==> src/rtl/snitch_icache_pkg.sv <==
// snitch_icache_pkg
//   Shared types and helpers for the icache refill path.
//   - refill_req_t   : refill request (line address + pending-table ID)
//   - refill_state_e : response FSM states of the line refill engine
//   - refill_beats() : number of memory beats per cache line
//   - refill_cfg_ok(): elaboration-time sanity check of the beat geometry
package snitch_icache_pkg;

    localparam int unsigned REFILL_AW = 32;
    localparam int unsigned REFILL_IW = 2;

    typedef struct packed {
        logic [REFILL_AW-1:0] addr;
        logic [REFILL_IW-1:0] id;
    } refill_req_t;

    typedef enum logic {
        FILL = 1'b0,
        HOLD = 1'b1
    } refill_state_e;

    function automatic int unsigned refill_beats(input int unsigned line_width,
                                                 input int unsigned beat_width);
        return (beat_width == 0) ? 0 : line_width / beat_width;
    endfunction

    // Beats must divide the line exactly, be a power of two and fit the 8-bit len.
    function automatic bit refill_cfg_ok(input int unsigned line_width,
                                         input int unsigned beat_width);
        int unsigned beats;
        if (beat_width == 0) return 1'b0;
        if ((line_width % beat_width) != 0) return 1'b0;
        beats = line_width / beat_width;
        return (beats >= 1) && (beats <= 256) && ((beats & (beats - 1)) == 0);
    endfunction

endpackage

==> src/rtl/fifo_v3.sv <==
// fifo_v3
//   Small synchronous FIFO (common_cells style interface, no fall-through).
//   Ports: clk_i, rst_ni (async low), flush_i, full_o, empty_o, usage_o,
//          data_i/push_i (write side), data_o/pop_i (read side).
//   data_o always shows the head entry; storage resets to zero so the head
//   reads 0 while the FIFO is empty after reset.
module fifo_v3 #(
    parameter int unsigned DATA_WIDTH = 32,
    parameter int unsigned DEPTH      = 8,
    parameter int unsigned ADDR_DEPTH = (DEPTH > 1) ? $clog2(DEPTH) : 1
) (
    input  logic                  clk_i,
    input  logic                  rst_ni,
    input  logic                  flush_i,
    output logic                  full_o,
    output logic                  empty_o,
    output logic [ADDR_DEPTH-1:0] usage_o,
    input  logic [DATA_WIDTH-1:0] data_i,
    input  logic                  push_i,
    output logic [DATA_WIDTH-1:0] data_o,
    input  logic                  pop_i
);

    logic [ADDR_DEPTH-1:0] rd_ptr_q, wr_ptr_q;
    logic [ADDR_DEPTH:0]   cnt_q;
    logic [DATA_WIDTH-1:0] mem_q [DEPTH];
    logic                  do_push, do_pop;

    assign full_o  = (cnt_q == (ADDR_DEPTH+1)'(DEPTH));
    assign empty_o = (cnt_q == '0);
    assign usage_o = cnt_q[ADDR_DEPTH-1:0];
    assign data_o  = mem_q[rd_ptr_q];
    assign do_push = push_i && !full_o;
    assign do_pop  = pop_i && !empty_o;

    function automatic logic [ADDR_DEPTH-1:0] next_ptr(input logic [ADDR_DEPTH-1:0] p);
        return (p == ADDR_DEPTH'(DEPTH - 1)) ? '0 : p + 1'b1;
    endfunction

    always_ff @(posedge clk_i or negedge rst_ni) begin
        if (!rst_ni) begin
            rd_ptr_q <= '0;
            wr_ptr_q <= '0;
            cnt_q    <= '0;
            for (int i = 0; i < int'(DEPTH); i++) mem_q[i] <= '0;
        end else if (flush_i) begin
            rd_ptr_q <= '0;
            wr_ptr_q <= '0;
            cnt_q    <= '0;
        end else begin
            if (do_push) begin
                mem_q[wr_ptr_q] <= data_i;
                wr_ptr_q        <= next_ptr(wr_ptr_q);
            end
            if (do_pop) rd_ptr_q <= next_ptr(rd_ptr_q);
            case ({do_push, do_pop})
                2'b10:   cnt_q <= cnt_q + 1'b1;
                2'b01:   cnt_q <= cnt_q - 1'b1;
                default: cnt_q <= cnt_q;
            endcase
        end
    end

endmodule

==> src/rtl/snitch_icache_line_refill.sv <==
// snitch_icache_line_refill
//   Line refill engine below the icache miss handler. Each refill request is
//   forwarded combinationally as one line-aligned burst; returned beats are
//   packed into a line (beat 0 in the LSBs) and handed back in order with the
//   request's pending-table ID and a sticky OR of the beat errors.
//   Ports:
//     clk_i, rst_ni                      clock, async active-low reset
//     in_req_*                           refill request (addr, id, valid/ready)
//     out_rsp_*                          assembled line (data, error, id, valid/ready)
//     mem_req_*                          burst request (addr, len = BEATS-1, valid/ready)
//     mem_rsp_*                          beat return (data, error, last, valid/ready)
//     perf_refills_o, perf_stall_o       only with SNITCH_ICACHE_REFILL_PERF_EN defined:
//                                        saturating counts of completed responses and
//                                        of cycles the response is held off
module snitch_icache_line_refill
    import snitch_icache_pkg::*;
#(
    parameter int unsigned FETCH_AW   = 32,
    parameter int unsigned LINE_WIDTH = 256,
    parameter int unsigned BEAT_WIDTH = 64,
    parameter int unsigned PENDING_IW = 2,
    parameter int unsigned ID_DEPTH   = 2
) (
    input  logic                  clk_i,
    input  logic                  rst_ni,
    input  logic [FETCH_AW-1:0]   in_req_addr_i,
    input  logic [PENDING_IW-1:0] in_req_id_i,
    input  logic                  in_req_valid_i,
    output logic                  in_req_ready_o,
    output logic [LINE_WIDTH-1:0] out_rsp_data_o,
    output logic                  out_rsp_error_o,
    output logic [PENDING_IW-1:0] out_rsp_id_o,
    output logic                  out_rsp_valid_o,
    input  logic                  out_rsp_ready_i,
    output logic [FETCH_AW-1:0]   mem_req_addr_o,
    output logic [7:0]            mem_req_len_o,
    output logic                  mem_req_valid_o,
    input  logic                  mem_req_ready_i,
    input  logic [BEAT_WIDTH-1:0] mem_rsp_data_i,
    input  logic                  mem_rsp_error_i,
    input  logic                  mem_rsp_last_i,
    input  logic                  mem_rsp_valid_i,
    output logic                  mem_rsp_ready_o
`ifdef SNITCH_ICACHE_REFILL_PERF_EN
    ,
    output logic [31:0]           perf_refills_o,
    output logic [31:0]           perf_stall_o
`endif
);

    localparam int unsigned BEATS    = refill_beats(LINE_WIDTH, BEAT_WIDTH);
    localparam int unsigned CNT_W    = (BEATS > 1) ? $clog2(BEATS) : 1;
    localparam int unsigned OFFSET_W = $clog2(LINE_WIDTH / 8);
    localparam logic [CNT_W-1:0]    CNT_LAST  = CNT_W'(BEATS - 1);
    localparam logic [FETCH_AW-1:0] ADDR_MASK = ~((FETCH_AW'(1) << OFFSET_W) - FETCH_AW'(1));

    if (!refill_cfg_ok(LINE_WIDTH, BEAT_WIDTH)) begin : gen_bad_cfg
        $error("LINE_WIDTH/BEAT_WIDTH must be a power of two between 1 and 256");
    end
    if (ID_DEPTH < 1) begin : gen_bad_depth
        $error("ID_DEPTH must be at least 1");
    end

    refill_state_e         state_q, state_d;
    logic [CNT_W-1:0]      cnt_q;
    logic [LINE_WIDTH-1:0] line_q;
    logic                  err_q;
    logic                  id_full, id_empty, id_push, id_pop;
    logic                  beat_hs, rsp_hs;

    // Request path: purely combinational; the ID FIFO bounds refills in flight.
    assign mem_req_valid_o = in_req_valid_i && !id_full;
    assign in_req_ready_o  = mem_req_ready_i && !id_full;
    assign mem_req_addr_o  = in_req_addr_i & ADDR_MASK;
    assign mem_req_len_o   = 8'(BEATS - 1);
    assign id_push         = in_req_valid_i && in_req_ready_o;

    assign beat_hs = mem_rsp_valid_i && mem_rsp_ready_o;
    assign rsp_hs  = out_rsp_valid_o && out_rsp_ready_i;
    assign id_pop  = rsp_hs;

    // Push is gated by full_o even when a pop happens in the same cycle.
    fifo_v3 #(
        .DATA_WIDTH (PENDING_IW),
        .DEPTH      (ID_DEPTH)
    ) i_id_fifo (
        .clk_i   (clk_i),
        .rst_ni  (rst_ni),
        .flush_i (1'b0),
        .full_o  (id_full),
        .empty_o (id_empty),
        .usage_o (),
        .data_i  (in_req_id_i),
        .push_i  (id_push),
        .data_o  (out_rsp_id_o),
        .pop_i   (id_pop)
    );

    always_comb begin
        state_d         = state_q;
        mem_rsp_ready_o = 1'b0;
        out_rsp_valid_o = 1'b0;
        unique case (state_q)
            FILL: begin
                mem_rsp_ready_o = 1'b1;
                if (mem_rsp_valid_i && (cnt_q == CNT_LAST)) state_d = HOLD;
            end
            HOLD: begin
                out_rsp_valid_o = 1'b1;
                if (out_rsp_ready_i) state_d = FILL;
            end
            default: state_d = FILL;
        endcase
    end

    // Line and error are only written in FILL, so they stay frozen through HOLD.
    always_ff @(posedge clk_i or negedge rst_ni) begin
        if (!rst_ni) begin
            state_q <= FILL;
            cnt_q   <= '0;
            line_q  <= '0;
            err_q   <= 1'b0;
        end else begin
            state_q <= state_d;
            if (beat_hs) begin
                for (int unsigned b = 0; b < BEATS; b++) begin
                    if (cnt_q == CNT_W'(b)) line_q[b*BEAT_WIDTH +: BEAT_WIDTH] <= mem_rsp_data_i;
                end
                err_q <= err_q | mem_rsp_error_i;
                cnt_q <= (cnt_q == CNT_LAST) ? '0 : cnt_q + 1'b1;
            end else if (rsp_hs) begin
                err_q <= 1'b0;
            end
        end
    end

    assign out_rsp_data_o  = line_q;
    assign out_rsp_error_o = err_q;

`ifdef SNITCH_ICACHE_REFILL_PERF_EN
    logic [31:0] perf_refills_q, perf_stall_q;

    always_ff @(posedge clk_i or negedge rst_ni) begin
        if (!rst_ni) begin
            perf_refills_q <= '0;
            perf_stall_q   <= '0;
        end else begin
            if (rsp_hs && (perf_refills_q != '1)) perf_refills_q <= perf_refills_q + 1'b1;
            if (out_rsp_valid_o && !out_rsp_ready_i && (perf_stall_q != '1))
                perf_stall_q <= perf_stall_q + 1'b1;
        end
    end

    assign perf_refills_o = perf_refills_q;
    assign perf_stall_o   = perf_stall_q;
`endif

`ifndef SYNTHESIS
    a_beat_without_id : assert property (@(posedge clk_i) disable iff (!rst_ni)
        beat_hs |-> !id_empty)
        else $error("refill beat accepted with no outstanding ID");
    a_last_mismatch : assert property (@(posedge clk_i) disable iff (!rst_ni)
        beat_hs |-> (mem_rsp_last_i == (cnt_q == CNT_LAST)))
        else $error("mem_rsp_last_i does not match beat position");
    a_rsp_valid_drop : assert property (@(posedge clk_i) disable iff (!rst_ni)
        (out_rsp_valid_o && !out_rsp_ready_i) |=> out_rsp_valid_o)
        else $error("out_rsp_valid_o dropped before handshake");
`endif

endmodule
==> config.mk <==
export PLATFORM = sky130hd
export DESIGN_NAME = snitch_icache_line_refill
export DESIGN_NICKNAME = d
export VERILOG_FILES = /design/src/rtl/snitch_icache_pkg.sv /design/src/rtl/fifo_v3.sv /design/src/rtl/snitch_icache_line_refill.sv
export SDC_FILE = /design/constraint.sdc
export NUM_CORES = 1
export LEC_CHECK = 0
export BUFFER_PORTS_ARGS = -buffer_cell sky130_fd_sc_hd__buf_4
export CAP_MARGIN = 15
export CELL_PAD_IN_SITES_DETAIL_PLACEMENT = 2
export CELL_PAD_IN_SITES_GLOBAL_PLACEMENT = 2
export CORE_AREA = 2 2 185 187
export CTS_CLUSTER_SIZE = 40
export DETAILED_ROUTE_END_ITERATION = 10
export DIE_AREA = 0 0 187 189
export PLACE_DENSITY_LB_ADDON = 0.15
export SLEW_MARGIN = 20
export SYNTH_ARGS = -nofsm -noshare
export SYNTH_HDL_FRONTEND = slang
export SYNTH_SLANG_ARGS = --single-unit
==> constraint.sdc <==
create_clock -name clk_i -period 1.9 [get_ports clk_i]
set_input_delay 0.57 -clock clk_i [delete_from_list [all_inputs] [get_ports clk_i]]
set_output_delay 0.57 -clock clk_i [all_outputs]
set_load 0.05 [all_outputs]
* Word-level counts from Yosys, hierarchy flattened
Index checks and enable logic that the tools add are counted.
** Word-level totals
- Bits in registers :: 268
- Bits in latches :: 0
- Bits in writable memories :: 0
- Bits in read-only memories :: 0
- Output and inout port bits :: 303
- Logic and storage cells :: 66
- Memories :: 0
** Operators by class
- Add/subtract/negate cells :: 5
- Multipliers :: 0
- Div/mod/pow operators :: 0
- Magnitude comparators :: 3
- Eq/ne operators :: 6
- Shifts and indexed selects :: 0
- Muxes and demuxes :: 17
- Bitwise operators :: 4
- Reduce and logical (&&, ||, !) cells :: 19
** Operator list (number)
- 2-bit 2-to-1 mux :: 5
- 1-bit logical AND :: 9
- 2-bit == test (second input constant) :: 4
- 1-bit 2-to-1 mux :: 8
- 2-bit AND reduction :: 4
- 2-bit by 1-bit adder with 2-bit output (second input constant) :: 2
- 4-bit bitwise mux :: 1
- 2-bit by 1-bit == test with 1-bit output (second input constant) :: 2
- 2-bit >= comparator (second input constant) :: 2
- 2-bit zero test :: 2
- 1-bit NOT with 2-bit output :: 2
- 2-bit case mux with 2 select lines :: 1
- 2-bit nonzero test :: 2
- 1-bit adder (second input constant) :: 2
- 2-bit demux with 1-bit select :: 1
- 1-bit zero test :: 2
- 2-bit by 1-bit < comparator with 1-bit output (second input constant) :: 1
- 1-bit case mux with 2 select lines :: 1
- 2-bit by 1-bit subtractor with 2-bit output (second input constant) :: 1
- 1-bit NOT :: 1
- 1-bit bitwise OR :: 1

* Depth between registers and ports, before layout
Gate-level depths: netlist of run 1.
- Word-level depth :: 7
- Depth in mapped cells :: 6
- Mapped depth without buffers :: 6

* Modules after synthesis
Synthesis of run 1 repeated with hierarchy kept, for this count alone.
** Unflattened totals
- Cell total of the unflattened synthesis :: 643
- Area total of the unflattened synthesis :: 10762.8 µm²
** Modules (own cells, without submodules)
- snitch_icache_line_refill :: instances 1, cells an instance 609, area each 10347.4 µm², sequential area each 6506.2 µm²
- fifo_v3 :: instances 1, cells an instance 34, area each 415.4 µm², sequential area each 200.2 µm²

* Least setup slack after synthesis of run 1
Ideal clock, no wire load.
- Kind :: reg2reg
- Start :: register state_q
- End :: register line_q[206], in the netlist out_rsp_data_o[206]
- Library setup time :: 0.125 ns
- Arrival time :: 1.605 ns
- Required time :: 1.775 ns
- Path slack :: 0.171 ns
- Stages on the path, launching flop included :: 7
- Path buffers :: 3
- Cell sequence :: dfrtp_1 nor2b_1 buf_4 nand2_1 buf_6 buf_6 mux2_2
** Between the ends
- Longest elaborated chain between the ends :: 3
** RTL lines
- from (decl) :: line snitch_icache_line_refill.sv:64 : refill_state_e state_q, state_d;
- from (signal assigned) :: line snitch_icache_line_refill.sv:124 : state_q <= state_d;
- 1-bit 2-to-1 mux :: line snitch_icache_line_refill.sv:103 : unique case (state_q)
- 1-bit logical AND :: line snitch_icache_line_refill.sv:78 : assign beat_hs = mem_rsp_valid_i && mem_rsp_ready_o;
- 2-bit AND reduction (no source line)
- to (signal, indexed assignment) :: line snitch_icache_line_refill.sv:127 : if (cnt_q == CNT_W'(b)) line_q[b*BEAT_WIDTH +: BEAT_WIDTH] <= mem_rsp_data_i;
- to (decl) :: line snitch_icache_line_refill.sv:66 : logic [LINE_WIDTH-1:0] line_q;
Every way passes these cells.
A chain may end at the register's enable or synchronous reset.

* Final worst setup path of run 1
- Start :: register i_id_fifo.rd_ptr_q
- End :: output port out_rsp_id_o[1]
** Between the ends
- Longest elaborated chain between the ends :: 4
** RTL lines
- from (decl) :: line fifo_v3.sv:24 : logic [ADDR_DEPTH-1:0] rd_ptr_q, wr_ptr_q;
- from (signal assigned) :: line fifo_v3.sv:55 : if (do_pop) rd_ptr_q <= next_ptr(rd_ptr_q);
- 1-bit NOT with 2-bit output (implied by the code) :: line fifo_v3.sv:32 : assign data_o = mem_q[rd_ptr_q];
- 2-bit 2-to-1 mux (implied by the code) (3 in a row) :: line fifo_v3.sv:32
- to (decl) :: line snitch_icache_line_refill.sv:32 : output logic [PENDING_IW-1:0] out_rsp_id_o,
Every way passes these cells. The select of a mux whose other input is x is not followed.

==> results of run 1 <==
==> worst paths after layout <==
kind,cells past startpoint,slack (ps),endpoint
max,2,-120,out_rsp_id_o[1]
min,2,240,state_q
max reg2reg,5,270,out_rsp_data_o[172]
min reg2reg,1,500,out_rsp_data_o[94]
max in group asynchronous,3,760,i_id_fifo.rd_ptr_q
min in group asynchronous,2,510,out_rsp_data_o[153]
==> logic make-up after synthesis <==
| logic type | count (synthesis) | share of synthesized area [%] |
|---|---|---|
| other | 2 | 0.0716 |
| AO/OA/AOI/OAI | 6 | 0.346 |
| flip-flops | 268 | 63.9 |
| buffers and inverters | 70 | 5.70 |
| XOR/XNOR | 5 | 0.418 |
| adder cells (fa/ha/maj) | 5 | 0.596 |
| multiplexers | 262 | 28.1 |
| AND/OR/NAND/NOR | 15 | 0.799 |
==> layer usage <==
metal	GRT usage, %	routed length (um)	vias up
met5	0	0	-
met1	21.0	12300	3350
met3	5.73	2440	56
met2	27.8	14500	242
met4	4.06	675	0
li1	-	-	2838
==> synthesized netlist by cell type, types with 2 or more instances <==
cell and number:
dfrtp_1 268, nand2_1 3, nand2_2 3, conb_1 2, and2_1 2, buf_4 41, ha_1 5, xnor2_1 3
o21ai_0 3, mux2_2 262, buf_6 24, inv_1 4, nor2_1 2, xor2_1 2
==> worst max-delay path, stage by stage, from the launching register on <==
cell,delay (ps)
dfrtp_2,440
mux2_4,310
buf_6,150
==> registers in the layout, indices dropped and copies added, names as in the netlist <==
signal	flops
out_rsp_error_o	1
state_q	1
i_id_fifo.mem_q	4
i_id_fifo.rd_ptr_q	1
i_id_fifo.wr_ptr_q	1
i_id_fifo.cnt_q	2
cnt_q	2
out_rsp_data_o	256
==> cell usage in the layout (no fill, tap or decap) <==
| cell type | netlist | final |
|---|---|---|
| buf_4 | 41 | 344 |
| dfrtp_1 | 268 | 266 |
| mux2_2 | 262 | 260 |
| clkbuf_16 | 0 | 31 |
| conb_1 | 2 | 13 |
| buf_12 | 0 | 12 |
| clkbuf_8 | 0 | 10 |
| clkbuf_1 | 0 | 8 |
| ha_1 | 5 | 5 |
| clkinv_2 | 0 | 5 |
| nand2_4 | 0 | 4 |
| buf_8 | 0 | 4 |
| inv_1 | 4 | 3 |
| o21ai_0 | 3 | 3 |
| xnor2_1 | 3 | 3 |
| buf_6 | 24 | 3 |
| mux2_4 | 0 | 2 |
| and2_4 | 0 | 2 |
| nor2_1 | 2 | 2 |
| nand2_1 | 3 | 2 |
| xor2_1 | 2 | 2 |
| dfrtp_2 | 0 | 2 |
| nand2b_4 | 0 | 1 |
| nand3_1 | 1 | 1 |
| o211a_1 | 1 | 1 |
| inv_2 | 0 | 1 |
| nor2b_4 | 0 | 1 |
| nand4_1 | 1 | 1 |
| and4b_1 | 1 | 1 |
| a21oi_1 | 1 | 1 |
| o22ai_1 | 1 | 1 |
| dlygate4sd3_1 | 0 | 1 |
==> through the flow <==
stage	area, um^2	hold slack, ps	util [%]	setup TNS (ps)	setup slack, ps
after floorplan	10500	274	-	0	171
after global placement	13400	486	40.2	-89330	-387
after detailed placement	13400	487	40.2	-101130	-455
after CTS	14400	214	43.4	-470	-160
after global routing	14500	230	43.4	-549	-182
final	14500	241	43.4	-310	-116
==> what timing repair did <==
action / 4_1_cts / 5_1_grt
gates resized for setup: 13 / 6
hold endpoints to repair: 28 / 0
pin swaps: 1 / 1
buffers inserted: 4 / 0
hold buffers: 1 / 0
setup endpoints to repair: 260 / 6
==> layout make-up <==
class                   count  area, um^2  share of cell area (%)
clock buffers              49         943                    6.53
clock inverters             5        25.0                   0.173
inverters                   4        15.0                   0.104
multi-input cells         306        3280                    22.7
flip-flops and latches    268        6710                    46.4
well taps                 448         561                    3.88
repair buffers            364        2930                    20.2
==> impl_metrics.env, run 1 <==
export IMPL_run_status="finished with violations"
export IMPL_violations="negative setup slack"
export IMPL_rsz0062_at_grt="true"
export IMPL_core_area_mm2=0.0333
export IMPL_clock_sink_count=268
export IMPL_synth_area_leaders="dfrtp_1, mux2_2, buf_4"
export IMPL_final_worst_path_setup_slack_ps=-116
export IMPL_clk_pin_slew_ps=60
export IMPL_max_cap_viol_count=0
export IMPL_post_drt_via_cell_ratio=4.49
export IMPL_route_detailed_drc=0
export IMPL_detailedRoute_firstIterationViolations=141
export IMPL_r2r_start="state_q"
export IMPL_detailed_place_hpwl_mm=20.9
export IMPL_final_instance_count_excl_fill=1444
export IMPL_ys_seq_elements=268
export IMPL_n_fill_cell=3321
export IMPL_finalCritPeriodShare_pct=106
export IMPL_clk_root_buffer_cell="clkbuf_16"
export IMPL_detailroute_via_count=6486
export IMPL_ctsHtreeMaxLevel=1
export IMPL_final_hold_viol_count=0
export IMPL_core_rowCount=67
export IMPL_finalCriticalPeriod_ps=2020
export IMPL_synthesis_yosys_warnings=0
export IMPL_finalMaxSlewViolations=0
export IMPL_synth_top_flop_cell="dfrtp_1"
export IMPL_timing_clock_skew_ps=6.63
export IMPL_post_synth_top_area_cell="dfrtp_1"
export IMPL_number_of_global_route_vias_before_repair=7189
export IMPL_max_freq_ghz=0.496
export IMPL_post_synth_cell_area_avg_um2=16.6
export IMPL_grt_util_all_layers_pct=16.7
export IMPL_port_buffer_count=335
export IMPL_layout_cell_share_with_drive_strength_beyond_1_pct=68.5
export IMPL_design_portCount=409
export IMPL_overflow=0
export IMPL_clk_path_buf_depth=3
export IMPL_synth_sequential_area_ratio_pct=63.9
export IMPL_cp_startpoint="i_id_fifo.rd_ptr_q"
export IMPL_timing_critical_path_to_type="primary output"
export IMPL_timing_final_setup_violations=4
export IMPL_antenna_diode_count=0
export IMPL_drt_antenna_violating_nets=0
export IMPL_fin_nets=1085
export IMPL_areaGrowthSynthToFinish_pct=37.8
export IMPL_route_detailed_wl_per_inst_um=20.7
export IMPL_synthDistinctLibCells=23
export IMPL_type_of_the_worst_setup_path="reg2out"
export IMPL_routed_wl_mm=29.9
export IMPL_count_of_mapped_cells_out_of_synthesis=633
export IMPL_number_of_antenna_violations_at_the_first_check_in_global_routing=0
export IMPL_crit_required_ps=1330
export IMPL_cp_max_fo=3
export IMPL_synth_cell_area_mm2=0.0105
export IMPL_tritoncts="yes"
export IMPL_cp_arrival_ps=1450
export IMPL_tritoncts_num_buffers=30
export IMPL_die_w_um=187
export IMPL_initial_core_util_pct=31.5
export IMPL_gpl_congestion=0.687
export IMPL_critical_path_startpoint_type="flip-flop"
export IMPL_clkLatencyLatePin_ps=540
export IMPL_dpl_cell_count=1385
export IMPL_synthDominantCellAreaShare_pct=63.9
export IMPL_die_area_mm2=0.0353
export IMPL_maximum_number_of_pins_on_one_net_before_global_route_repair=53
export IMPL_chipHeight_um=189
export IMPL_number_of_flops_mapped_to_enable_cells_by_yosys=0
export IMPL_grt_first_pass_wirelength_mm=45.9
export IMPL_worstHoldStart="out_rsp_ready_i"
export IMPL_firstDrtPassIters=4
export IMPL_asyncSetResetFlopFracSynth_pct=100
export IMPL_hold_removal_path_class="in2reg"
Power of run 1 is left out: the tool's default activity adds up to more than one toggle a clock period on the data nets, which glitch-free logic cannot reach.
==> run 2: changes to the inputs <==
- PLACE_DENSITY_LB_ADDON: 0.15 -> 0.1
==> run 2 against run 1 <==
Against the previous run:
- the run still ends with negative setup slack left
- global-route usage increased by 0.055 points
- via count fell by 0.22%
- cell count rose by 0.35%
- sequential share of layout area is 0.26 points lower
- register-to-register slack gained 50 ps
- count of clock-buffer cells in the layout is 4 lower
- critical path depth is the same
- fmax is 0.22% lower
- non-clock buffer count grew 3
==> impl_metrics.env, run 2 (synthesized netlist as in run 1, its figures left out) <==
export IMPL_fin_util_pct=43.7
export IMPL_maximum_number_of_pins_on_one_net_before_global_route_repair=48
export IMPL_clk_path_buf_depth=3
export IMPL_post_drt_via_cell_ratio=4.47
export IMPL_cp_arrival_ps=1450
export IMPL_initial_core_util_pct=31.5
export IMPL_clkLatencyLatePin_ps=550
export IMPL_route_detailed_wl_per_inst_um=20.7
export IMPL_tritoncts="yes"
export IMPL_postPlaceCellArea_mm2=0.0134
export IMPL_flip_flop_count_of_the_largest_register_after_layout=256
export IMPL_design_portCount=409
export IMPL_routed_wl_mm=30.0
export IMPL_mostFrequentLayoutCells="buf_4, dfrtp_1, mux2_2"
export IMPL_layout_cell_share_with_drive_strength_beyond_1_pct=68.4
export IMPL_layout_cell_area_non_filler_mm2=0.0145
export IMPL_timing_final_setup_violations=4
export IMPL_antenna_diode_count=0
export IMPL_run_status="finished with violations"
export IMPL_areaGrowthSynthToFinish_pct=38.6
export IMPL_rsz0062_at_grt="true"
export IMPL_clk_pin_slew_ps=60
export IMPL_die_area_mm2=0.0353
export IMPL_detailed_place_hpwl_mm=21.5
export IMPL_grt_first_pass_wirelength_mm=46.3
export IMPL_detailedRoute_firstIterationViolations=130
export IMPL_overflow=0
export IMPL_tritoncts_num_buffers=31
export IMPL_gpl_congestion=0.701
export IMPL_chipHeight_um=189
export IMPL_route_detailed_drc=0
export IMPL_core_area_mm2=0.0333
export IMPL_firstDrtPassIters=3
export IMPL_number_of_global_route_vias_before_repair=7253
export IMPL_clk_root_buffer_cell="clkbuf_16"
export IMPL_violations="negative setup slack"
export IMPL_core_rowCount=67
export IMPL_number_of_antenna_violations_at_the_first_check_in_global_routing=0
export IMPL_type_of_the_worst_setup_path="reg2out"
export IMPL_drt_antenna_violating_nets=0
export IMPL_final_hold_viol_count=0
export IMPL_critical_path_startpoint_type="flip-flop"
export IMPL_final_worst_path_setup_slack_ps=-120
export IMPL_timing_clock_skew_ps=7.06
export IMPL_finalCritPeriodShare_pct=106
export IMPL_port_buffer_count=335
export IMPL_detailroute_via_count=6472
export IMPL_max_cap_viol_count=0
export IMPL_cp_max_fo=3
export IMPL_max_freq_ghz=0.495
export IMPL_final_common_cell="buf_4"
export IMPL_clock_sink_count=268
export IMPL_hold_removal_path_class="in2reg"
export IMPL_finalMaxSlewViolations=0
export IMPL_crit_required_ps=1330
export IMPL_fin_nets=1089
export IMPL_grt_util_all_layers_pct=16.8
export IMPL_ctsHtreeMaxLevel=1
export IMPL_timing_critical_path_to_type="primary output"
export IMPL_finalCriticalPeriod_ps=2020
export IMPL_die_w_um=187
export IMPL_n_fill_cell=3313
-- run 2: cell type report --
cell class | instances | area [um^2] | share of cell area (%)
Multi-Input combinational cell | 306 | 3270 | 22.5
Sequential cell | 268 | 6710 | 46.1
Clock inverter | 11 | 134 | 0.921
Clock buffer | 45 | 888 | 6.11
Inverter | 4 | 15.0 | 0.103
Tap cell | 448 | 561 | 3.86
Timing Repair Buffer | 367 | 2960 | 20.4
-- run 2: worst max-delay path, cell delays in order, from the launching register on --
cell and delay (ps):
dfrtp_2 430, mux2_4 310, buf_6 150
-- run 2: final timing paths --
path	startpoint	endpoint	slack, ps	cells past startpoint
setup reg to reg	state_q	out_rsp_data_o[13]	320	5
hold / removal	out_rsp_ready_i	state_q	220	2
setup / recovery	i_id_fifo.rd_ptr_q	out_rsp_id_o[0]	-120	2
hold reg to reg	out_rsp_data_o[46]	out_rsp_data_o[46]	500	1
max in group asynchronous	rst_ni	out_rsp_data_o[71]	750	3
min in group asynchronous	rst_ni	out_rsp_data_o[198]	500	2
-- run 2: timing repair --
action                                  in CTS  in global routing
pin swaps                                    1                  1
endpoints found under the setup margin       4                  5
setup buffers                                2                  1
hold endpoints to repair                    31                  0
gates resized for setup                     10                  3
hold buffers                                 1                  0
gates cloned                                 0                  0
-- run 2: metal layers --
layer	GRT usage, %	routed length, um	up-vias
li1	-	-	2841
met1	20.3	12000	3356
met2	29.0	14900	229
met3	5.95	2430	46
met4	3.54	606	0
met5	0	0	-
-- run 2: through the flow --
stage               std cells  worst slack [ps]  TNS [ps]  hold slack, ps
floorplan                 644               171         0             274
global placement         1389              28.8         0             479
detailed placement       1389              10.8         0             494
CTS                      1448              -172      -578             200
global route             1449              -164      -600             207
finish                   1449              -120      -395             224
Power of run 2 is left out for the same reason.
